## src/rtl/pipe_mux_reg.sv

```systemverilog
// N-way operand-select mux into a stall/flush pipeline register with a valid bit and a sticky bad-select flag.
// Optional build macro: PIPE_MUX_HOLD_INVALID_EN (keep data/tag on bubble captures).
module pipe_mux_reg #(
  parameter int                     VALUE_WIDTH = 32,
  parameter int                     NUM_INPUTS  = 4,
  parameter logic [VALUE_WIDTH-1:0] RESET_VALUE = '0,
  localparam int                    SEL_WIDTH   = $clog2(NUM_INPUTS)
) (
  input  logic                              clk,
  input  logic                              rst,
  input  logic                              stall,
  input  logic                              flush,
  input  logic                              in_valid,
  input  logic [SEL_WIDTH-1:0]              sel,
  input  logic [NUM_INPUTS*VALUE_WIDTH-1:0] in_flat,
  output logic [VALUE_WIDTH-1:0]            out,
  output logic                              out_valid,
  output logic [SEL_WIDTH-1:0]              out_sel,
  output logic                              sel_err
);

  logic [VALUE_WIDTH-1:0] mux_data;
  logic                   sel_ok;

  logic [VALUE_WIDTH-1:0] out_d,       out_q;
  logic                   out_valid_d, out_valid_q;
  logic [SEL_WIDTH-1:0]   out_sel_d,   out_sel_q;
  logic                   sel_err_d,   sel_err_q;

  // Decode by equality so unused codes (non power-of-two counts) fall through to zero.
  always_comb begin
    mux_data = '0;
    sel_ok   = 1'b0;
    for (int unsigned i = 0; i < NUM_INPUTS; i++) begin
      if (sel == SEL_WIDTH'(i)) begin
        mux_data = in_flat[i*VALUE_WIDTH +: VALUE_WIDTH];
        sel_ok   = 1'b1;
      end
    end
  end

  always_comb begin
    out_d       = out_q;
    out_valid_d = out_valid_q;
    out_sel_d   = out_sel_q;
    sel_err_d   = sel_err_q;
    if (flush) begin
      out_d       = RESET_VALUE;
      out_valid_d = 1'b0;
      out_sel_d   = '0;
    end else if (!stall) begin
      out_valid_d = in_valid;
      if (in_valid && !sel_ok) sel_err_d = 1'b1;
`ifdef PIPE_MUX_HOLD_INVALID_EN
      if (in_valid) begin
        out_d     = mux_data;
        out_sel_d = sel;
      end
`else
      out_d     = mux_data;
      out_sel_d = sel;
`endif
    end
  end

  always_ff @(posedge clk) begin
    if (rst) begin
      out_q       <= RESET_VALUE;
      out_valid_q <= 1'b0;
      out_sel_q   <= '0;
      sel_err_q   <= 1'b0;
    end else begin
      out_q       <= out_d;
      out_valid_q <= out_valid_d;
      out_sel_q   <= out_sel_d;
      sel_err_q   <= sel_err_d;
    end
  end

  assign out       = out_q;
  assign out_valid = out_valid_q;
  assign out_sel   = out_sel_q;
  assign sel_err   = sel_err_q;

endmodule
```

## config.mk

```make
export PLATFORM = sky130hd
export DESIGN_NAME = pipe_mux_reg
export DESIGN_NICKNAME = d
export VERILOG_FILES = /design/src/rtl/pipe_mux_reg.sv
export SDC_FILE = /design/constraint.sdc
export NUM_CORES = 1
export LEC_CHECK = 0
export CAP_MARGIN = 20
export CORE_MARGIN = 2
export CORE_UTILIZATION = 30
export DETAILED_ROUTE_END_ITERATION = 10
export MAX_ROUTING_LAYER = met4
export PLACE_DENSITY = 0.87
export SLEW_MARGIN = 20
export SYNTH_ARGS = -nofsm -noshare
export SYNTH_HDL_FRONTEND = slang
export SYNTH_SLANG_ARGS = --single-unit
export TNS_END_PERCENT = 10
```

## constraint.sdc

```tcl
create_clock -name clk -period 1.9 [get_ports clk]
set_clock_uncertainty 0.2 [all_clocks]
set_input_delay 0.57 -clock clk [delete_from_list [all_inputs] [get_ports clk]]
set_output_delay 0.57 -clock clk [all_outputs]
set_load 0.02 [all_outputs]
```

Word-level counts from Yosys, hierarchy flattened
Index checks and enable logic that the tools add are counted.
{"block": "totals", "reg_bits": 36, "inputBits": 135, "out_inout_bits": 36, "wordCells": 22}
{"block": "op_classes", "n_eq_ne": 3, "mux": 8, "n_bitwise": 2, "reduce_logical": 5}
{"operator": "$mux 32", "count": 4}
{"operator": "$eq 2x2->1 const B", "count": 2}
{"operator": "$mux 1", "count": 4}
{"operator": "$reduce_and 3->1", "count": 1}
{"operator": "$eq 2x1->1 const B", "count": 1}
{"operator": "$logic_not 2->1", "count": 1}
{"operator": "$not 1->1", "count": 2}
{"operator": "$reduce_or 2->1", "count": 1}
{"operator": "$logic_and 1x1->1", "count": 1}
{"operator": "$logic_not 1->1", "count": 1}

Depth between registers and ports, before layout
Gate-level depths: netlist of the first run.
{"block": "depth", "depth_word": 8, "mapped_depth": 6, "depth_no_buf": 3}

Least setup slack after synthesis of the first run
No wires, ideal clock.
{"block": "synth_timing", "path_type": "input to register", "start": "in sel[0]", "end": "reg out_q[10] (netlist: out[10])", "setup_time_ns": 0.132, "arrival_ns": 1.435, "required_time_ns": 1.568, "slack_ns": 0.132, "stages": 5, "n_path_buf": 2, "path_cell_list": "buf_6 > buf_12 > mux4_2 > nand2_1 > a21oi_1"}
{"block": "synth_via", "elab_chain_len": 5, "word_cells_on_any_way": 8, "cone_classes": "eq/ne: 3; mux: 4; reduce/logical: 1"}
{"item": "start: declaration", "line_no": "14", "source": "input logic [SEL_WIDTH-1:0] sel,"}
{"item": "$logic_not 2->1", "line_no": "35", "source": "if (sel == SEL_WIDTH'(i)) begin"}
{"item": "$mux 32 (3 in series)", "line_no": "35"}
{"item": "$mux 32 (*)", "line_no": "35"}
{"item": "end signal: assignment", "line_no": "73", "source": "out_q <= out_d;"}
{"item": "end: declaration", "line_no": "25", "source": "logic [VALUE_WIDTH-1:0] out_d, out_q;"}
Mark *: on every way between the ends. The rest lies on a longest branch, timed or not.
A chain may end at the register's enable or synchronous reset.

==> qor.yml, run 1 <==
cts_hold_buf: 0
leakage_nw: 1.55
hold_slack_ns: 0.259
area_delta_synth_final_pct: 91.3
cp-end-kind: "register"
r2r-end: "out[30]"
cts.sinks: 36
vias_per_cell: 5.25
drv_cap: 0
irDropWorstVdd_v: 0.000244
fin_nets: 501
postCtsSetupRepairBufs: 0
drtIter0Drc: 37
use_met1_pct: 21.4
p_sw_mw: 0.511
min_from: "out[25]"
grt_max_degree: 40
die_area_um2: 7430
grt_use_met3_pct: 5.14
gr-total-overflow: 0
root_buffer: "clkbuf_8"
synth_top_area_share_pct: 35.6
antenna_cells: 0
avgRoutedWirePerCell_um: 17.1
clockBufferDepth: 2
min_period_over_period_pct: 98.7
antenna_found_initial: 0
path_class: "in -> reg"
yosysUniqueCellTypes: 19
vias: 2327
crit_slowest_cell: "or3b_4"
syn_nets: 335
cts_made_buffers: 5
rsz0062_at_grt: "true"
min_delay_path_depth: 2
multi_input_area_um2: 1170
drcViolationCount: 0
slew_violations: 0
layout_min_cycle_time_ns: 1.88
final.setup.tns_ns: 0
clkSlewWorstSetupHoldPaths_ns: 0.07
cts_tree: "done"
r2r_cells: 2
comb_power_share_pct: 31.5
antenna_left: 0
fin_ws_ns: 0.0248
yosysWarnings: 0
setup_violations: 0
synthFlopType: "dfxtp_1"
powerDensity_nw_per_um2: 524
dr.pass1.iters: 4
drive_gt1_share_pct: 17.2
r2r-start: "out[30]"
regArea_um2: 721
die_h_um: 86.2
portBuffers: 170
synth_top_family_by_area: "multiplexers"
dp_hpwl_um: 6000
tightestPinTransition_ns: 0.323
seqPwrFrac_pct: 39.6
hp-class: "reg -> reg"
hold_viol_final: 0
muxShareOfSynthArea_pct: 25.4
grt_pass1_wl_um: 11600
synthSimpleGateAreaFrac_pct: 6.73
synth_area_um2: 2030
clk_latency_ns: 0.28
core-area_um2: 6420
synthTopCellsByCount: "dfxtp_1 (36), a21oi_1 (33), nand2_1 (27), mux2_2 (20), o22ai_1 (20)"
grtUsageTotal_pct: 20.6
synth-compound-area-share_pct: 24.5
worstPathCellList: "clkdlybuf4s50_1 > or3b_4 > o221ai_1 > a21oi_1"
grt.busiest_layer: "met2"
crit_required_ns: 1.86
synth-edff-count: 0
worst_hold_path.endpoint: "out[25]"
synth_fa_ha_area_share_pct: 0
ys_ff_latch: 36
r2r_slack_ns: 1.01
gp_congestion: 0.750
swShare_pct: 25.2
cts_htree_levels: 2
syn_inst: 200
fill_cells: 574
max_freq_mhz: 533
slew_headroom_pct: 78.5
yosysSeqAreaShare_pct: 35.6
ios: 171
crit_path_start_kind: "primary input"
synth_area_leaders: "dfxtp_1 (36%), mux4_2 (13%), mux2_2 (11%)"
outcome: "finished, final reports clean"
yosysTopAreaCell: "dfxtp_1"
syn_avg_cell_area_um2: 10.1
place_ws_ns: -0.361
arrival_ns: 1.84
async_reset_ff_share_pct: 0
grt.met2_usage_pct: 38.3
synth.most_common_cell: "dfxtp_1"
die_w_um: 86.2
cpPeakStageDelay_ns: 0.53
synthXorXnorAreaFrac_pct: 0
grt_pass1_vias: 2440
rows: 29
wl_um: 7580
worstPathMaxFanout: 20
start_util_pct: 31.5
p_int_mw: 1.52
clkPwrFrac_pct: 28.9
worst max-delay path, delay by kind of cell:
kind	cells	cell delay [ns]
simple gates	1	0.53
compound gates	2	0.28
buf+inv	1	0.44
registers in the layout (all words and copies together) (netlist names):
register,cells
out_valid,1
out,32
out_sel,2
sel_err,1
layout make-up:
type / count / share of cell area, %
clock buffer: 7 / 2.49
inverter: 1 / 0.0969
multi-input combinational: 140 / 30.1
sequential: 36 / 18.6
tap: 77 / 2.49
timing repair buffer: 182 / 46.2
worst max path at each step:
| stage | slack, ns | from | cells after the start | end |
|---|---|---|---|---|
| finish | 0.02 | stall | 4 | out[30] |
| global route | -0.009 | stall | 4 | out[30] |
| CTS | 0.02 | stall | 4 | out[12] |
| detailed placement | -0.36 | sel[1] | 4 | out[12] |
| global placement | -0.29 | sel[1] | 4 | out[14] |
| floorplan | 0.13 | sel[0] | 5 | out[10] |
metal layers:
metal | up-vias | share of wire [%]
met2 | 109 | 54
li1 | 1106 | -
met3 | 17 | 7.2
met1 | 1095 | 37
met5 | - | 0
met4 | 0 | 2.1
layout by cell type, fill, tap and decap left out, drive strengths merged:
| cell | count |
|---|---|
| nand2 | 27 |
| dlygate4sd2 | 37 |
| mux4 | 12 |
| mux2 | 20 |
| or3b | 1 |
| mux2i | 2 |
| o221ai | 20 |
| nor2b | 1 |
| nor2 | 3 |
| a21oi | 33 |
| o22ai | 20 |
| or2 | 1 |
| buf | 13 |
| clkdlybuf4s50 | 132 |
| clkbuf | 7 |
| dfxtp | 36 |
| inv | 1 |
through the flow:
step	power, mW	area (µm²)	util [%]	std cells
after floorplan	1.09	2030	-	200
after global placement	1.46	3810	59.3	436
after detailed placement	1.48	3810	59.3	436
after CTS	2.05	3860	60.0	443
after global routing	2.14	3870	60.3	443
final	2.03	3870	60.3	443
repair_timing:
action                                  CTS  global route
pin swaps                                 0             1
endpoints found under the setup margin   67             7
gates resized for setup                  37             3
power by group through the flow:
stage	Clock [mW]	Sequential, mW	Combinational [mW]
5_1_grt	0.648	0.808	0.683
3_5_place_dp	0	0.822	0.663
2_1_floorplan	0	0.860	0.229
4_1_cts	0.602	0.804	0.642
6_report	0.587	0.804	0.640
3_3_place_gp	0	0.820	0.644
cells by family after synthesis:
group | Yosys count
DFF | 36
muxes | 34
AOI/OAI and AO/OA | 73
and+or+nand+nor | 33
buffers and inverters | 24
Note: power is estimated with default switching activity, not from simulation.
==> run 2: changes to the inputs <==
--- a/config.mk
+++ b/config.mk
@@ -5,6 +5,7 @@
 export SDC_FILE = /design/constraint.sdc
 export NUM_CORES = 1
 export LEC_CHECK = 0
+export ABC_CLOCK_PERIOD_IN_PS = 1900
 export CAP_MARGIN = 20
 export CORE_MARGIN = 2
 export CORE_UTILIZATION = 30
==> results of run 2 <==
The final DEF is identical to that of run 1; final timing and power are the same.
==> run 3: changes to the inputs <==
--- a/config.mk
+++ b/config.mk
@@ -10,7 +10,6 @@
 export CORE_MARGIN = 2
 export CORE_UTILIZATION = 30
 export DETAILED_ROUTE_END_ITERATION = 10
-export MAX_ROUTING_LAYER = met4
 export PLACE_DENSITY = 0.87
 export SLEW_MARGIN = 20
 export SYNTH_ARGS = -nofsm -noshare
==> run 3 against run 2 <==
Net effect: combinational power about the same; fmax increased by 0.56%; via count is 0.73% lower; sequential power about the same; cell count is the same; worst setup slack better by 0.010 ns; core utilization is the same; power barely moved; critical path type unchanged.
==> qor.yml, run 3 (synthesis results as in run 1) <==
grt_max_degree: 40  # unchanged
clk_latency_ns: 0.28  # about the same
grt_pass1_wl_um: 11600  # about the same
area_delta_synth_final_pct: 91.3  # unchanged
tightestPinTransition_ns: 0.318  # was 0.323 ns
grt_pass1_vias: 2448  # was 2440
portBuffers: 170  # unchanged
antenna_found_initial: 0  # unchanged
die_area_um2: 7430  # unchanged
gp_congestion: 0.740  # was 0.750
path_class: "in -> reg"  # unchanged
die_w_um: 86.2  # unchanged
vias: 2310  # was 2327
dp_hpwl_um: 6000  # unchanged
setup_violations: 0  # unchanged
crit_slowest_cell: "or3b_4"  # unchanged
cts_hold_buf: 0  # unchanged
cts_made_buffers: 5  # unchanged
largest_reg_flops: 32  # unchanged
drtIter0Drc: 39  # was 37
layout_commonest_cell: "clkdlybuf4s50_1"  # unchanged
postCtsSetupRepairBufs: 0  # unchanged
dr.pass1.iters: 4  # unchanged
leakage_nw: 1.55  # unchanged
irDropWorstVdd_v: 0.000244  # about the same
slew_headroom_pct: 78.8  # was 78.5%
crit_buf_inv: 1  # unchanged
drive_gt1_share_pct: 17.2  # unchanged
outcome: "finished, final reports clean"  # unchanged
cts_tree: "done"  # unchanged
core-area_um2: 6420  # unchanged
drcViolationCount: 0  # unchanged
hp-class: "reg -> reg"  # unchanged
rsz0062_at_grt: "true"  # unchanged
cts.sinks: 36  # unchanged
avgRoutedWirePerCell_um: 17.1  # about the same
root_buffer: "clkbuf_8"  # unchanged
start_util_pct: 31.5  # unchanged
max_freq_mhz: 536  # was 533 MHz
clockBufferDepth: 2  # unchanged
hold_viol_final: 0  # unchanged
final_core_util_pct: 60.3  # unchanged
cp-end-kind: "register"  # unchanged
antenna_cells: 0  # unchanged
ios: 171  # unchanged
place_area_um2: 3810  # unchanged
crit_required_ns: 1.87  # was 1.86 ns
cpPeakStageDelay_ns: 0.53  # about the same
powerDensity_nw_per_um2: 524  # about the same
antenna_left: 0  # unchanged
wl_um: 7590  # was 7580 µm
grtUsageTotal_pct: 20.0  # was 20.6%
cts_htree_levels: 2  # unchanged
arrival_ns: 1.83  # was 1.84 ns
die_h_um: 86.2  # unchanged
vias_per_cell: 5.21  # was 5.25
cp_top_family: "simple AND/OR/NAND/NOR gates"  # unchanged
layout_min_cycle_time_ns: 1.86  # was 1.88 ns
worstPathCellList: "clkdlybuf4s50_1 > or3b_4 > o221ai_1 > a21oi_1"  # unchanged
drv_cap: 0  # unchanged
gr-total-overflow: 0  # unchanged
layout_common_cells: "clkdlybuf4s50_1 (132), dlygate4sd2_1 (37), dfxtp_1 (36)"  # unchanged
rows: 29  # unchanged
fin_nets: 501  # unchanged
min_period_over_period_pct: 98.2  # was 98.7%
crit_path_start_kind: "primary input"  # unchanged
fin_area_um2: 3870  # unchanged
slew_violations: 0  # unchanged
clkSlewWorstSetupHoldPaths_ns: 0.07  # about the same
worstPathMaxFanout: 20  # unchanged
## run 3: final timing paths
check,endpoint,slack [ns],depth (start not counted),from
max reg2reg,out[13],1.03,2,out[13]
max,out[12],0.04,4,stall
min,out[25],0.26,2,out[25]
min reg2reg,out[25],0.26,2,out[25]
## run 3: routing by layer
metal | global-route usage (%) | vias up | part of all wire (%)
met5 | 0 | - | 0
met4 | 6.39 | 0 | 2.3
met3 | 6.76 | 17 | 8.4
met2 | 38.3 | 111 | 54
met1 | 20.3 | 1076 | 36
li1 | - | 1106 | -
## run 3: final cells by class
type / instances / area, µm²
well taps: 77 / 96.3
inverters: 1 / 3.75
flip-flops and latches: 36 / 721
fillers: 574 / 2550
clock buffers: 7 / 96.3
repair buffers: 182 / 1790
multi-input cells: 140 / 1170
## run 3: repair_timing
action | in CTS | in global routing
setup endpoints to repair | 67 | 7
pin swaps | 0 | 1
gates resized for setup | 37 | 3
## run 3: report_power, final
group	internal [mW]	switching, mW
Clock	0.323	0.262
Sequential	0.787	0.0175
Combinational	0.409	0.230
## run 3: tightest hold or removal path: stages (launching register included)
cell and delay (ns):
dfxtp_1 0.31, nand2_1 0.06, a21oi_1 0.05
## run 3: stage by stage
stage / hold slack, ns / std cells / TNS (ns) / worst slack, ns / power (mW)
floorplan: 0.336 / 200 / 0 / 0.132 / 1.09
global placement: 0.248 / 436 / -8.63 / -0.286 / 1.46
detailed placement: 0.252 / 436 / -10.61 / -0.361 / 1.48
CTS: 0.261 / 443 / 0 / 0.0171 / 2.05
global route: 0.281 / 443 / -0.00898 / -0.00898 / 2.14
finish: 0.259 / 443 / 0 / 0.0351 / 2.03
